**src/rtl/apb_bfm_master_nslave.sv**
```systemverilog
// APB3 master engine: one request at a time, slave index decoded from ADDR[SEL_LSB+3:SEL_LSB].
// Latency: zero-wait transfer gives a response 3 cycles after accept, decode error 1 cycle.
// Backpressure: REQ_READY only in IDLE; the response is held until the RSP_READY handshake.
module apb_bfm_master_nslave #(
    parameter int ADDR_WIDTH = 32,
    parameter int DATA_WIDTH = 32,
    parameter int NUM_SLAVES = 16,
    parameter int SEL_LSB    = 24,
    parameter int TIMEOUT    = 256
) (
    input  logic                  SYSCLK,
    input  logic                  SYSRST,
    input  logic                  REQ_VALID,
    output logic                  REQ_READY,
    input  logic                  REQ_WRITE,
    input  logic [ADDR_WIDTH-1:0] REQ_ADDR,
    input  logic [DATA_WIDTH-1:0] REQ_WDATA,
    output logic                  RSP_VALID,
    input  logic                  RSP_READY,
    output logic [DATA_WIDTH-1:0] RSP_RDATA,
    output logic [1:0]            RSP_ERR,
    output logic [NUM_SLAVES-1:0] PSEL,
    output logic [ADDR_WIDTH-1:0] PADDR,
    output logic                  PWRITE,
    output logic                  PENABLE,
    output logic [DATA_WIDTH-1:0] PWDATA,
    input  logic [DATA_WIDTH-1:0] PRDATA,
    input  logic                  PREADY,
    input  logic                  PSLVERR,
    output logic [15:0]           XFER_CNT,
    output logic [15:0]           ERR_CNT
);

    localparam int            TW       = (TIMEOUT > 1) ? $clog2(TIMEOUT) : 1;
    localparam logic [TW-1:0] TMO_LAST = TW'((TIMEOUT > 0) ? TIMEOUT - 1 : 0);

    localparam logic [1:0] ERR_OK  = 2'b00;
    localparam logic [1:0] ERR_SLV = 2'b01;
    localparam logic [1:0] ERR_DEC = 2'b10;
    localparam logic [1:0] ERR_TMO = 2'b11;

    typedef enum logic [1:0] {IDLE, SETUP, ACCESS, RESP} state_t;

    state_t        state;
    state_t        state_nxt;
    logic [3:0]    req_idx;
    logic [3:0]    sel_idx;
    logic          dec_err;
    logic          req_hs;
    logic          rsp_hs;
    logic          tmo_hit;
    logic [TW-1:0] tmo_cnt;

    assign req_idx = REQ_ADDR[SEL_LSB+3:SEL_LSB];
    assign dec_err = int'({28'd0, req_idx}) >= NUM_SLAVES;
    assign req_hs  = REQ_VALID && REQ_READY;
    assign rsp_hs  = RSP_VALID && RSP_READY;
    // PREADY wins over the timeout on the terminal cycle.
    assign tmo_hit = (TIMEOUT != 0) && !PREADY && (tmo_cnt == TMO_LAST);

    always_ff @(posedge SYSCLK) begin
        if (SYSRST) begin
            state <= IDLE;
        end else begin
            state <= state_nxt;
        end
    end

    always_comb begin
        state_nxt = state;
        case (state)
            IDLE:    if (req_hs) state_nxt = dec_err ? RESP : SETUP;
            SETUP:   state_nxt = ACCESS;
            ACCESS:  if (PREADY || tmo_hit) state_nxt = RESP;
            RESP:    if (RSP_READY) state_nxt = IDLE;
            default: state_nxt = IDLE;
        endcase
    end

    always_comb begin
        REQ_READY = (state == IDLE);
        RSP_VALID = (state == RESP);
        PENABLE   = (state == ACCESS);
        PSEL      = '0;
        for (int i = 0; i < NUM_SLAVES; i++) begin
            PSEL[i] = ((state == SETUP) || (state == ACCESS)) && (sel_idx == 4'(i));
        end
    end

    always_ff @(posedge SYSCLK) begin
        if (SYSRST) begin
            sel_idx   <= '0;
            tmo_cnt   <= '0;
            PADDR     <= '0;
            PWRITE    <= 1'b0;
            PWDATA    <= '0;
            RSP_RDATA <= '0;
            RSP_ERR   <= ERR_OK;
            XFER_CNT  <= '0;
            ERR_CNT   <= '0;
        end else begin
            if (req_hs) begin
                sel_idx <= req_idx;
                tmo_cnt <= '0;
                if (dec_err) begin
                    RSP_ERR   <= ERR_DEC;
                    RSP_RDATA <= '0;
                end else begin
                    // Bus fields only move for a real APB transfer; PWDATA only for writes.
                    PADDR  <= REQ_ADDR;
                    PWRITE <= REQ_WRITE;
                    if (REQ_WRITE) PWDATA <= REQ_WDATA;
                end
            end

            if (state == ACCESS) begin
                if (PREADY) begin
                    RSP_ERR   <= PSLVERR ? ERR_SLV : ERR_OK;
                    RSP_RDATA <= (!PWRITE && !PSLVERR) ? PRDATA : '0;
                end else if (tmo_hit) begin
                    RSP_ERR   <= ERR_TMO;
                    RSP_RDATA <= '0;
                end else begin
                    tmo_cnt <= tmo_cnt + TW'(1);
                end
            end

            if (rsp_hs) begin
                if (XFER_CNT != 16'hFFFF) XFER_CNT <= XFER_CNT + 16'd1;
                if ((RSP_ERR != ERR_OK) && (ERR_CNT != 16'hFFFF)) ERR_CNT <= ERR_CNT + 16'd1;
            end
        end
    end

endmodule
```
**config.mk**
```make
export PLATFORM = sky130hd
export DESIGN_NAME = apb_bfm_master_nslave
export DESIGN_NICKNAME = d
export VERILOG_FILES = /design/src/rtl/apb_bfm_master_nslave.sv
export SDC_FILE = /design/constraint.sdc
export NUM_CORES = 1
export LEC_CHECK = 0
export CORE_MARGIN = 3
export CORE_UTILIZATION = 42
export CTS_BUF_LIST = sky130_fd_sc_hd__clkbuf_4 sky130_fd_sc_hd__clkbuf_8 sky130_fd_sc_hd__clkbuf_16
export CTS_CLUSTER_SIZE = 30
export DETAILED_ROUTE_END_ITERATION = 16
export GPL_TIMING_DRIVEN = 0
export PLACE_DENSITY = 0.81
export SLEW_MARGIN = 25
export SYNTH_ARGS = -nofsm -noshare
export SYNTH_HDL_FRONTEND = slang
export SYNTH_SLANG_ARGS = --single-unit
```
**constraint.sdc**
```tcl
create_clock -name SYSCLK -period 2.1 [get_ports SYSCLK]
set_input_delay 0.315 -clock SYSCLK [delete_from_list [all_inputs] [get_ports SYSCLK]]
set_output_delay 0.315 -clock SYSCLK [all_outputs]
set_load 0.01 [all_outputs]
```
# ---- Word level (Yosys, flattened, before mapping)
# Index checks and enable logic that the tools add are counted.
dict set report op_classes {
  n_reduce_logical 35
  n_mux 14
  n_eq_ne 24
  add_sub_neg 3
}
# cell count
set ops {}
lappend ops {{32-bit 2-to-1 mux} 3}
lappend ops {{16-bit by 1-bit adder with 16-bit output (second input constant)} 2}
lappend ops {{4-bit equality test (second input constant)} 8}
lappend ops {{8-bit 2-to-1 mux} 4}
lappend ops {{16-bit inequality test (second input constant)} 2}
lappend ops {{1-bit logical AND} 21}
lappend ops {{4-bit by 3-bit equality test with 1-bit output (second input constant)} 4}
lappend ops {{2-bit 2-to-1 mux} 5}
lappend ops {{8-bit by 1-bit adder with 8-bit output (second input constant)} 1}
lappend ops {{4-bit by 2-bit equality test with 1-bit output (second input constant)} 2}
lappend ops {{8-bit equality test (second input constant)} 1}
lappend ops {{2-bit one-hot mux with 4 select lines} 1}
lappend ops {{2-bit AND reduction} 4}
lappend ops {{2-bit by 1-bit inequality test with 1-bit output (second input constant)} 3}
lappend ops {{2-bit equality test (second input constant)} 2}
lappend ops {{4-bit by 1-bit equality test with 1-bit output (second input constant)} 1}
lappend ops {{4-bit zero test} 1}
lappend ops {{2-bit nonzero test} 2}
lappend ops {{1-bit zero test} 3}
lappend ops {{3-bit AND reduction} 1}
lappend ops {{2-bit by 1-bit equality test with 1-bit output (second input constant)} 1}
lappend ops {{2-bit zero test} 1}
lappend ops {{1-bit logical OR} 2}
lappend ops {{1-bit 2-to-1 mux} 1}
dict set report totals {
  wordCells 86
  out_inout_bits 150
  register_bits 145
}

# ---- Logic depth before layout (Yosys ltp)
# Gate-level depths: netlist (run 1).
dict set report logic_depth {
  word_depth 6
  ltp_mapped 8
  ltp_nobuf 6
}

# ---- Worst setup path before layout (run 1)
# Ideal clock, no wire load.
dict set report synth_timing {
  path_type {reg-to-reg}
  startpoint {register state[0]}
  endpoint {register XFER_CNT[15]}
  arrival_ns 1.875
  synth_period_minus_slack_ns 1.996
  n_path_buf 1
  path_stages_with_launch 7
  setup_slack_ns 0.104
  required_time_ns 1.979
  setup_ns 0.121
  cell_sequence {dfxtp_1 ha_1 nand4_1 or3_1 buf_2 nor4b_1 mux2_2}
}
dict set report synth_via {
  elab_chain_cells 3
}
# item line
set synth_lines {}
lappend synth_lines {{from (decl)} 44} ;# state_t state;
lappend synth_lines {{from (signal assigned)} 65} ;# state <= state_nxt;
lappend synth_lines {{2-bit equality test} 82} ;# RSP_VALID = (state == RESP);
lappend synth_lines {{via RSP_VALID} 18} ;# output logic RSP_VALID,
lappend synth_lines {{1-bit logical AND} 57} ;# assign rsp_hs = RSP_VALID && RSP_READY;
lappend synth_lines {{2-bit AND reduction (no source line)} n/a}
lappend synth_lines {{to (signal assigned)} 129} ;# if (XFER_CNT != 16'hFFFF) XFER_CNT <= XFER_CNT + 16'd1;
lappend synth_lines {{to (decl)} 30} ;# output logic [15:0] XFER_CNT,
# The timed path passes the listed nets, and every way through them passes these cells.
# A chain may end at the register's enable or synchronous reset.

# ---- Final worst setup path (run 1)
dict set report layout_timing {
  startpoint {register state[1]}
  endpoint {output port PSEL[6]}
}
dict set report layout_via {
  elab_chain_cells 3
}
# item line
set layout_lines {}
lappend layout_lines {{2-bit by 1-bit equality test with 1-bit output / 2-bit equality test (equally long branches)} 86} ;# PSEL[i] = ((state == SETUP) || (state == ACCESS)) && (sel_idx == 4'(i));
lappend layout_lines {{1-bit logical OR (*)} 86}
lappend layout_lines {{1-bit logical AND (*)} 86}
lappend layout_lines {{to (decl)} 22} ;# output logic [NUM_SLAVES-1:0] PSEL,
# Every way passes the cells marked *; elsewhere a longest branch is shown, timed or not.

==> impl_metrics.prom, run 1 <==
# TYPE chip_impl_metric gauge
chip_impl_info{name="outcome",value="complete, but fails checks"} 1
chip_impl_info{name="violated_checks",value="setup timing"} 1
chip_impl_metric{name="port_buffers",unit=""} 251
chip_impl_metric{name="worst_slew_pin_slew",unit="ns"} 0.609
chip_impl_metric{name="rows",unit=""} 41
chip_impl_info{name="end_kind",value="primary output"} 1
chip_impl_metric{name="clkSlewWorstSetupHoldPaths",unit="ns"} 0.06
chip_impl_metric{name="finalClockSkew",unit="ns"} 0.00837
chip_impl_info{name="tritoncts",value="done"} 1
chip_impl_metric{name="max_clock_freq",unit="MHz"} 460
chip_impl_metric{name="globalplace.congestion",unit=""} 0.877
chip_impl_metric{name="power.density_cell_area",unit="mW/mm^2"} 880
chip_impl_metric{name="syn_area_per_cell",unit="um^2"} 8.49
chip_impl_info{name="grt_setup_unrepaired",value="true"} 1
chip_impl_metric{name="final_max_slew_viol_count",unit=""} 0
chip_impl_metric{name="yosysWarnings",unit=""} 0
chip_impl_metric{name="p_leak",unit="nW"} 3.33
chip_impl_metric{name="area_growth_syn_to_layout",unit="%"} 61.3
chip_impl_metric{name="tritoncts_num_sinks",unit=""} 141
chip_impl_metric{name="slew_headroom",unit=""} 0.594
chip_impl_info{name="synth-main-ff-cell",value="sky130_fd_sc_hd__dfxtp_1"} 1
chip_impl_metric{name="vdd_drop_max",unit="V"} 0.000584
chip_impl_metric{name="final_hold_viol_count",unit=""} 0
chip_impl_metric{name="number_of_buffers_on_the_longest_clock_path",unit=""} 2
chip_impl_metric{name="globalRouteOverflowTotal",unit=""} 0
chip_impl_metric{name="fill_cells",unit=""} 1018
chip_impl_metric{name="multi_input_area",unit="mm^2"} 0.00270
chip_impl_metric{name="worst_ep_required_time",unit="ns"} 1.78
chip_impl_metric{name="grt_pass1_vias",unit=""} 5575
chip_impl_metric{name="dp_hpwl",unit="um"} 13200
chip_impl_metric{name="share_of_post_route_cells_with_drive_strength_above_1",unit=""} 0.0833
chip_impl_metric{name="avgRoutedWirePerCell",unit="um"} 16.3
chip_impl_metric{name="antenna-diode-count",unit=""} 0
chip_impl_metric{name="placeableCoreArea",unit="mm^2"} 0.0128
chip_impl_info{name="classification_of_the_worst_setup_path",value="register to primary output"} 1
chip_impl_metric{name="clk-insertion-delay-late",unit="ns"} 0.42
chip_impl_metric{name="maximum_number_of_pins_on_one_net_before_global_route_repair",unit=""} 17
chip_impl_metric{name="path_max_fanout",unit=""} 5
chip_impl_info{name="most_common_library_cell_in_the_layout_ignoring_fill_and_taps",value="sky130_fd_sc_hd__clkdlybuf4s50_1"} 1
chip_impl_metric{name="drt-total-wl",unit="um"} 18200
chip_impl_metric{name="finalWorstSetupSlack",unit="ns"} -0.0724
chip_impl_metric{name="post_drt_via_cell_ratio",unit=""} 5.24
chip_impl_metric{name="drt_pre_antenna_iters",unit=""} 5
chip_impl_metric{name="max-cap-violations",unit=""} 0
chip_impl_info{name="most-common-layout-cells",value="235 x sky130_fd_sc_hd__clkdlybuf4s50_1, 152 x sky130_fd_sc_hd__nand2_1, 139 x sky130_fd_sc_hd__dfxtp_1, 91 x sky130_fd_sc_hd__a21oi_1"} 1
chip_impl_metric{name="number_of_enable_type_register_cells_in_the_synthesized_netlist",unit=""} 0
chip_impl_metric{name="finalWorstPathRequiredPeriod",unit="ns"} 2.17
chip_impl_metric{name="setup_violations",unit=""} 4
chip_impl_metric{name="synth-seq-area-share",unit=""} 0.502
chip_impl_metric{name="drt.antenna.violating_nets",unit=""} 0
chip_impl_metric{name="track_usage",unit=""} 0.239
chip_impl_metric{name="drc",unit=""} 0
chip_impl_info{name="timing.critical_path.from_type",value="register"} 1
chip_impl_metric{name="num_io_pins",unit=""} 253
chip_impl_metric{name="die_area",unit="mm^2"} 0.0148
chip_impl_metric{name="start_util",unit=""} 0.438
chip_impl_metric{name="hold_slack",unit="ns"} 0.441
chip_impl_metric{name="htree_num_levels",unit=""} 4
chip_impl_metric{name="worst-endpoint-arrival",unit="ns"} 1.86
chip_impl_metric{name="drt-initial-drc-count",unit=""} 419
chip_impl_metric{name="final_util",unit=""} 0.707
chip_impl_metric{name="synthDistinctLibCells",unit=""} 45
chip_impl_metric{name="final_nets",unit=""} 1047
chip_impl_metric{name="dr_total_vias",unit=""} 5874
chip_impl_metric{name="dp_slack",unit="ns"} -0.285
chip_impl_metric{name="cts-hold-fix-buffers",unit=""} 0
chip_impl_metric{name="async_reset_ff_frac",unit=""} 0
chip_impl_metric{name="chipHeight",unit="um"} 122
chip_impl_metric{name="synth_nets",unit=""} 772
chip_impl_metric{name="grt_antenna_before_repair",unit=""} 0
chip_impl_metric{name="final.period_utilization",unit=""} 1.03
chip_impl_info{name="ctsRootBufferMaster",value="sky130_fd_sc_hd__clkbuf_16"} 1
chip_impl_metric{name="chip_width",unit="um"} 122
chip_impl_metric{name="grt_pass1_wl",unit="um"} 28200
chip_impl_metric{name="count_of_mapped_cells_out_of_synthesis",unit=""} 662
chip_impl_metric{name="mappedNetlistArea",unit="mm^2"} 0.00562
chip_impl_metric{name="synth_seq_cells",unit=""} 141
chip_impl_metric{name="seq_cell_area",unit="mm^2"} 0.00283
chip_impl_info{name="hold_class",value="primary input to register"} 1
chip_impl_metric{name="cts_inserted_buffers",unit=""} 17
-- final timing paths --
check | from | to | slack (ns) | depth (start not counted)
worst max-delay path | state[1] | PSEL[6] | -0.07 | 6
worst min-delay path | REQ_WDATA[17] | PWDATA[17] | 0.44 | 3
worst max register to register | state[1] | XFER_CNT[15] | 0.10 | 7
worst min register to register | PWDATA[9] | PWDATA[9] | 0.45 | 2
-- worst max-delay path, stage by stage, from the launching register on --
cell,delay (ns)
sky130_fd_sc_hd__dfxtp_4,0.36
sky130_fd_sc_hd__inv_4,0.05
sky130_fd_sc_hd__ha_4,0.30
sky130_fd_sc_hd__or3b_4,0.42
sky130_fd_sc_hd__buf_6,0.13
sky130_fd_sc_hd__nor2_2,0.05
sky130_fd_sc_hd__buf_2,0.13
-- metal layers --
layer | share of wire | GRT usage | wire length (um) | vias to the layer above
met3 | 0.083 | 0.0794 | 1510 | 27
met2 | 0.48 | 0.392 | 8690 | 227
met4 | 0.021 | 0.0889 | 384 | 0
met1 | 0.42 | 0.292 | 7610 | 2719
li1 | - | - | - | 2901
met5 | 0 | 0 | 0 | -
-- power by group --
| part | leakage (nW) | switching (W) | internal, W |
|---|---|---|---|
| registers | 1.14 | 0.000135 | 0.00290 |
| logic | 1.87 | 0.000906 | 0.000888 |
| clock network | 0.310 | 0.00109 | 0.00206 |
-- Yosys cell counts, types with 2 or more instances --
library cell / number / area share
sky130_fd_sc_hd__nand2_1: 152 / 0.10
sky130_fd_sc_hd__dfxtp_1: 141 / 0.50
sky130_fd_sc_hd__a21oi_1: 92 / 0.082
sky130_fd_sc_hd__clkbuf_1: 35 / 0.023
sky130_fd_sc_hd__nor2_1: 33 / 0.022
sky130_fd_sc_hd__a22o_1: 32 / 0.050
sky130_fd_sc_hd__nand3_1: 21 / 0.019
sky130_fd_sc_hd__nor3_1: 11 / 0.0098
sky130_fd_sc_hd__o21ai_0: 11 / 0.0098
sky130_fd_sc_hd__nand4_1: 10 / 0.011
sky130_fd_sc_hd__o31ai_1: 10 / 0.013
sky130_fd_sc_hd__or3_1: 10 / 0.011
sky130_fd_sc_hd__or4_1: 9 / 0.012
sky130_fd_sc_hd__a211oi_1: 8 / 0.011
sky130_fd_sc_hd__nor2b_1: 8 / 0.0089
sky130_fd_sc_hd__and3_1: 7 / 0.0078
sky130_fd_sc_hd__ha_1: 7 / 0.016
sky130_fd_sc_hd__inv_1: 7 / 0.0047
sky130_fd_sc_hd__mux2_2: 6 / 0.012
sky130_fd_sc_hd__buf_1: 5 / 0.0033
sky130_fd_sc_hd__and4_1: 4 / 0.0062
sky130_fd_sc_hd__nand2b_1: 3 / 0.0033
sky130_fd_sc_hd__nor4_1: 3 / 0.0033
sky130_fd_sc_hd__o311ai_0: 3 / 0.0047
sky130_fd_sc_hd__o41ai_1: 3 / 0.0047
sky130_fd_sc_hd__or2_2: 3 / 0.0033
sky130_fd_sc_hd__a21o_1: 2 / 0.0027
sky130_fd_sc_hd__a311oi_1: 2 / 0.0031
sky130_fd_sc_hd__a31oi_1: 2 / 0.0022
sky130_fd_sc_hd__a41o_1: 2 / 0.0036
sky130_fd_sc_hd__mux2i_1: 2 / 0.0036
sky130_fd_sc_hd__nand3b_1: 2 / 0.0027
sky130_fd_sc_hd__o211a_1: 2 / 0.0036
sky130_fd_sc_hd__o211ai_1: 2 / 0.0027
sky130_fd_sc_hd__or3b_2: 2 / 0.0031
-- through the flow --
stage          cell area (um^2)  setup TNS [ns]  std cells  total power, W
3_3_place_gp               8350          -16.84       1085         0.00474
3_5_place_dp               8350          -18.56       1085         0.00476
4_1_cts                    9000          -0.261       1118         0.00797
2_1_floorplan              5620               0        662         0.00383
5_1_grt                    9060          -0.515       1120         0.00831
6_report                   9060          -0.136       1120         0.00797
-- cells by family (layout without fill, tap and decap cells) --
family          after synthesis  after routing  share of synthesized area
flops                       141            141                      0.502
simple gates                283            283                      0.235
mux                           8              8                     0.0156
compound gates              175            175                      0.199
buf+inv                      48            334                     0.0323
fa+ha+maj                     7              7                     0.0156
-- final cells by class --
cell class | count | area share
buffer | 41 | 0.0182
inverter | 7 | 0.00318
clock buffer | 25 | 0.0570
timing repair buffer | 256 | 0.277
tap | 172 | 0.0237
sequential | 141 | 0.312
clock inverter | 5 | 0.0115
multi-input combinational | 473 | 0.298
-- timing repair --
action                                  CTS  global route
cloned                                    0             0
resized for setup                        49            24
pin swaps                                 3             1
endpoints found under the setup margin   53            69
buffers inserted                          3             2
-- registers in the layout, summed over array words and instances, names as in the netlist --
signal and count:
XFER_CNT 16, PWDATA 32, RSP_RDATA 32, tmo_cnt 8, ERR_CNT 16, state 2, PADDR 32, RSP_ERR 2
PWRITE 1
Power figures use the tool's default switching activity.
==> inputs of run 2 (changes only) <==
Settings changed: CAP_MARGIN set to 20, PLACE_DENSITY 0.81 to not set, PLACE_DENSITY_LB_ADDON set to 0.25, REMOVE_ABC_BUFFERS set to 1.
==> run 2 against run 1 <==
- the run still ends with setup timing left
- combinational power shrank 3%
- largest cell class unchanged
- clock power grew 7.0%
- non-clock buffer count fell by 35
- hold slack got worse by 0.27 ns
- critical path depth down 1
- maximum frequency is 0.61% higher
- routed wire length hardly changed
- via count is 0.10% higher
- worst setup slack improved by 0.013 ns
- power is 2.2% higher
- clock-buffer cell count is 3 lower
- critical endpoint is now PSEL[0]
- sequential share of layout area rose by 0.085 points
==> impl_metrics.prom, run 2 (same netlist as run 1, synthesis figures left out) <==
# TYPE chip_impl_metric gauge
chip_impl_metric{name="final.period_utilization",unit=""} 1.03
chip_impl_metric{name="worst_ep_required_time",unit="ns"} 1.78
chip_impl_metric{name="slew_headroom",unit=""} 0.476
chip_impl_metric{name="power.density_cell_area",unit="mW/mm^2"} 902
chip_impl_metric{name="number_of_buffers_on_the_longest_clock_path",unit=""} 2
chip_impl_metric{name="drt-initial-drc-count",unit=""} 375
chip_impl_metric{name="seq_cell_area",unit="mm^2"} 0.00283
chip_impl_metric{name="grt_antenna_before_repair",unit=""} 0
chip_impl_metric{name="max-cap-violations",unit=""} 0
chip_impl_metric{name="finalClockSkew",unit="ns"} 0.00755
chip_impl_info{name="outcome",value="complete, but fails checks"} 1
chip_impl_metric{name="avgRoutedWirePerCell",unit="um"} 16.8
chip_impl_info{name="holdCritStartpoint",value="SYSRST"} 1
chip_impl_info{name="most-common-layout-cells",value="234 x sky130_fd_sc_hd__clkdlybuf4s50_1, 150 x sky130_fd_sc_hd__nand2_1, 139 x sky130_fd_sc_hd__dfxtp_1, 91 x sky130_fd_sc_hd__a21oi_1, 32 x sky130_fd_sc_hd__a22o_1"} 1
chip_impl_metric{name="placeableCoreArea",unit="mm^2"} 0.0128
chip_impl_metric{name="dp_hpwl",unit="um"} 13000
chip_impl_info{name="grt_setup_unrepaired",value="true"} 1
chip_impl_metric{name="clk-insertion-delay-late",unit="ns"} 0.41
chip_impl_metric{name="chipHeight",unit="um"} 122
chip_impl_info{name="ctsRootBufferMaster",value="sky130_fd_sc_hd__clkbuf_16"} 1
chip_impl_metric{name="start_util",unit=""} 0.438
chip_impl_metric{name="worst_slew_pin_slew",unit="ns"} 0.784
chip_impl_metric{name="share_of_post_route_cells_with_drive_strength_above_1",unit=""} 0.102
chip_impl_metric{name="timing.setup.tns",unit="ns"} -0.0711
chip_impl_metric{name="maximum_number_of_pins_on_one_net_before_global_route_repair",unit=""} 99
chip_impl_metric{name="p_leak",unit="nW"} 3.28
chip_impl_info{name="cp-startpoint",value="state[1]"} 1
chip_impl_metric{name="num_io_pins",unit=""} 253
chip_impl_metric{name="final_max_slew_viol_count",unit=""} 0
chip_impl_metric{name="cts_inserted_buffers",unit=""} 17
chip_impl_metric{name="path_max_fanout",unit=""} 5
chip_impl_metric{name="globalplace.congestion",unit=""} 0.882
chip_impl_info{name="classification_of_the_worst_setup_path",value="register to primary output"} 1
chip_impl_info{name="hold_class",value="primary input to register"} 1
chip_impl_metric{name="worst-endpoint-arrival",unit="ns"} 1.84
chip_impl_metric{name="vdd_drop_max",unit="V"} 0.000698
chip_impl_metric{name="post_drt_via_cell_ratio",unit=""} 5.41
chip_impl_metric{name="port_buffers",unit=""} 252
chip_impl_metric{name="drt.antenna.violating_nets",unit=""} 0
chip_impl_metric{name="max_clock_freq",unit="MHz"} 463
chip_impl_info{name="most_common_library_cell_in_the_layout_ignoring_fill_and_taps",value="sky130_fd_sc_hd__clkdlybuf4s50_1"} 1
chip_impl_metric{name="htree_num_levels",unit=""} 4
chip_impl_metric{name="dr_total_vias",unit=""} 5880
chip_impl_metric{name="rows",unit=""} 41
chip_impl_metric{name="setup_violations",unit=""} 2
chip_impl_metric{name="fill_cells",unit=""} 955
chip_impl_metric{name="grt_pass1_wl",unit="um"} 28300
chip_impl_metric{name="finalWorstPathRequiredPeriod",unit="ns"} 2.16
chip_impl_info{name="timing.rr.start",value="state[0]"} 1
chip_impl_metric{name="tritoncts_num_sinks",unit=""} 141
chip_impl_info{name="biggest_regs",value="PADDR (32), PWDATA (32), RSP_RDATA (32)"} 1
chip_impl_metric{name="drt-total-wl",unit="um"} 18200
chip_impl_metric{name="multi_input_area",unit="mm^2"} 0.00273
chip_impl_metric{name="track_usage",unit=""} 0.241
chip_impl_metric{name="die_area",unit="mm^2"} 0.0148
chip_impl_metric{name="antenna-diode-count",unit=""} 0
chip_impl_metric{name="final_hold_viol_count",unit=""} 0
chip_impl_info{name="end_kind",value="primary output"} 1
chip_impl_metric{name="final_nets",unit=""} 1012
chip_impl_metric{name="drc",unit=""} 0
chip_impl_metric{name="finalWorstSetupSlack",unit="ns"} -0.0591
chip_impl_metric{name="dp_slack",unit="ns"} -0.591
chip_impl_metric{name="clkSlewWorstSetupHoldPaths",unit="ns"} 0.06
chip_impl_metric{name="grt_pass1_vias",unit=""} 5677
chip_impl_info{name="timing.critical_path.from_type",value="register"} 1
chip_impl_metric{name="drt_pre_antenna_iters",unit=""} 5
chip_impl_metric{name="chip_width",unit="um"} 122
chip_impl_metric{name="globalRouteOverflowTotal",unit=""} 0
chip_impl_info{name="tritoncts",value="done"} 1
chip_impl_metric{name="final_cells",unit=""} 1087
chip_impl_metric{name="area_growth_syn_to_layout",unit="%"} 60.7
chip_impl_metric{name="placed_cells_incl_taps",unit=""} 1052
chip_impl_info{name="violated_checks",value="setup timing"} 1
run 2: changes by cell type in the layout (fill, tap and decap cells not counted), sizes merged:
cell           delta
buf               +3
bufinv            +2
clkbuf           -39
clkdlybuf4s15     +3
clkdlybuf4s50     -1
clkinv            +1
clkinvlp          +2
dlygate4sd2       -4
run 2: timing repair:
action,in CTS,in global routing
resized for setup,58,18
pin swaps,6,4
buffers inserted,1,2
gates cloned,0,0
hold buffers,0,0
setup endpoints to repair,55,49
run 2: metrics by stage:
stage | area (um^2) | util | power, W | hold WS [ns]
floorplan | 5460 | - | 0.00376 | 0.384
global placement | 8200 | 0.639 | 0.00465 | 0.440
detailed placement | 8300 | 0.647 | 0.00472 | 0.449
CTS | 8990 | 0.701 | 0.00813 | 0.162
global route | 9030 | 0.704 | 0.00850 | 0.172
finish | 9030 | 0.704 | 0.00815 | 0.172
run 2: final cells by class:
class / instances / share of cell area
Multi-Input combinational cell: 473 / 0.302
Inverter: 7 / 0.00291
Clock inverter: 10 / 0.0204
Timing Repair Buffer: 262 / 0.284
Sequential cell: 141 / 0.313
Clock buffer: 22 / 0.0533
Tap cell: 172 / 0.0238
run 2: critical path: stages, from the launching register on:
cell                      delay, ns
sky130_fd_sc_hd__dfxtp_2       0.35
sky130_fd_sc_hd__inv_2         0.06
sky130_fd_sc_hd__ha_4          0.30
sky130_fd_sc_hd__or3b_4        0.42
sky130_fd_sc_hd__nor3_2        0.12
sky130_fd_sc_hd__buf_4         0.16
run 2: final timing paths:
check	end	slack, ns	depth (start not counted)
worst max-delay path	PSEL[0]	-0.06	5
worst min-delay path	PADDR[21]	0.17	2
worst max register to register	XFER_CNT[15]	0.02	5
worst min register to register	PADDR[3]	0.45	2
run 2: power breakdown:
part	internal (W)	switching (W)	leakage, nW
sequential	0.00290	0.000153	1.14
clock	0.00223	0.00113	0.324
combinational	0.000856	0.000885	1.82
run 2: routing by layer:
layer | global-route usage | up-vias | share of wire
met5 | 0 | - | 0
met2 | 0.400 | 246 | 0.50
met1 | 0.272 | 2755 | 0.38
met3 | 0.0901 | 48 | 0.082
met4 | 0.118 | 0 | 0.037
li1 | - | 2831 | -
==> variant, RTL diff (config.mk and constraints of run 1) <==
Put one more register stage on the output `XFER_CNT`, with the module's reset. The value now appears one clock later. The other outputs are not delayed to match.
--- a/src/rtl/apb_bfm_master_nslave.sv
+++ b/src/rtl/apb_bfm_master_nslave.sv
@@ -42,2 +42,4 @@
     typedef enum logic [1:0] {IDLE, SETUP, ACCESS, RESP} state_t;
+
+    logic [15:0] XFER_CNT_s0;
 
@@ -98,3 +100,3 @@
             RSP_ERR   <= ERR_OK;
-            XFER_CNT  <= '0;
+            XFER_CNT_s0 <= '0;
             ERR_CNT   <= '0;
@@ -128,3 +130,3 @@
             if (rsp_hs) begin
-                if (XFER_CNT != 16'hFFFF) XFER_CNT <= XFER_CNT + 16'd1;
+                if (XFER_CNT_s0 != 16'hFFFF) XFER_CNT_s0 <= XFER_CNT_s0 + 16'd1;
                 if ((RSP_ERR != ERR_OK) && (ERR_CNT != 16'hFFFF)) ERR_CNT <= ERR_CNT + 16'd1;
@@ -134,2 +136,10 @@
 
+    always_ff @(posedge SYSCLK) begin
+        if (SYSRST) begin
+            XFER_CNT <= '0;
+        end else begin
+            XFER_CNT <= XFER_CNT_s0;
+        end
+    end
+
 endmodule
Check against the original RTL: not equivalent (Yosys sat finds a counterexample within 10 cycles, from zero or initial values and one cycle with SYSRST high).
==> variant against run 1 <==
  * The run still ends with negative setup slack left
  * Worst setup slack improved by 0.054 ns
  * Wire length rose by 2.8%
  * Sequential cell count rose by 16
  * Total power rose by 3.8%
  * Synthesized area rose by 8.5%
  * Synthesized cell count rose by 5.1%
  * Count of clock-buffer cells in the layout fell by 2
  * Cell area rose by 4.9%
==> variant: results (changes against run 1) <==
outcome complete, but fails checks (unchanged); failing checks negative setup slack (unchanged); fillers 1138 (was 1018); Worst Slack Setup Final -0.0180 ns (was -0.0724 ns); DR iter-0 viols 346 (was 419); Placed Area 8840 um2 (was 8350 um2); Total GRT Usage 23.0% (was 23.9%); fin nets 1084 (was 1047); leak pwr 3.57 nW (was 3.33 nW); Netlist cell types 49 (was 45); post-synthesis compound-gate area fraction 16.2% (was 19.9%); Post-Synth Adder-Cell Area 1.44% (was 1.56%); Setup Skew 0.00775 ns (was 0.00837 ns); sequential element share of the synthesized area 51.6% (was 50.2%); via count 5999 (was 5874); first-pass GRT wire length 29800 um (was 28200 um); DR WL/cell 16.1 um (was 16.3 um); Worst slew margin 57.0% (was 59.4%); Post-DP HPWL 13800 um (was 13200 um); IO buf count 252 (was 251); peak supply drop 0.611 mV (was 0.584 mV); layout cells sized above 1 10.5% (was 8.33%); mux contribution to synthesized area 4.39% (was 1.56%); final setup violation count 1 (was 4); internal power 0.00606 W (was 0.00584 W)
-- variant: cell type report --
cell class                      count  area (um2)  share of cell area (%)
Buffer                             41         178                    1.87
Clock buffer                       23         489                    5.15
Clock inverter                      7         113                    1.18
Inverter                            8        32.5                   0.342
Multi-Input combinational cell    489        2810                    29.5
Sequential cell                   157        3150                    33.1
Tap cell                          180         225                    2.37
Timing Repair Buffer              260        2520                    26.5
-- variant: power by group through the flow --
stage | logic [W] | registers (W) | clock network (W)
2_1_floorplan | 0.000690 | 0.00347 | 0
3_3_place_gp | 0.00168 | 0.00338 | 0
3_5_place_dp | 0.00169 | 0.00339 | 0
4_1_cts | 0.00177 | 0.00334 | 0.00318
5_1_grt | 0.00194 | 0.00337 | 0.00333
6_report | 0.00178 | 0.00335 | 0.00315
-- variant: critical path, delay by kind of cell (launching register included) --
| kind | cells | cell delay (ns) |
|---|---|---|
| and+or+nand+nor | 2 | 0.54 |
| buffers and inverters | 2 | 0.22 |
| DFF | 1 | 0.34 |
| adders and majority gates | 1 | 0.29 |
-- variant: kinds of logic after synthesis --
family	after synthesis
and+or+nand+nor	301
AOI/OAI and AO/OA	157
DFF	157
buffers and inverters	50
muxes	24
adders and majority gates	7
-- variant: metrics by stage --
step	setup WS, ns	power [W]	setup TNS [ns]
floorplan	0.243	0.00416	0
global placement	-0.724	0.00507	-54.10
detailed placement	-0.734	0.00509	-53.75
CTS	-0.0234	0.00830	-0.0461
global route	-0.109	0.00864	-0.366
finish	-0.0180	0.00827	-0.0180
-- variant: routing by layer --
| metal | vias up | track usage (%) | wire, um | part of all wire, % |
|---|---|---|---|---|
| li1 | 2976 | - | - | - |
| met2 | 232 | 38.8 | 8920 | 48 |
| met4 | 0 | 7.89 | 366 | 2.0 |
| met3 | 29 | 7.28 | 1400 | 7.5 |
| met5 | - | 0 | 0 | 0 |
| met1 | 2762 | 27.7 | 8030 | 43 |
-- variant: worst paths after layout --
path                           start                  endpoint
max            state[0]$_SDFFE_PP0P_                   PSEL[0]
min                     REQ_ADDR[16]    PADDR[16]$_SDFFE_PP0P_
max reg2reg    state[1]$_SDFFE_PP0P_  ERR_CNT[12]$_SDFFE_PP0P_
min reg2reg  PWDATA[22]$_SDFFE_PP0P_   PWDATA[22]$_SDFFE_PP0P_
-- variant: repair_timing --
action	4_1_cts	5_1_grt
hold endpoints to repair	0	0
setup endpoints to repair	112	101
resized for setup	59	25
pin swaps	1	2
setup buffers	7	1
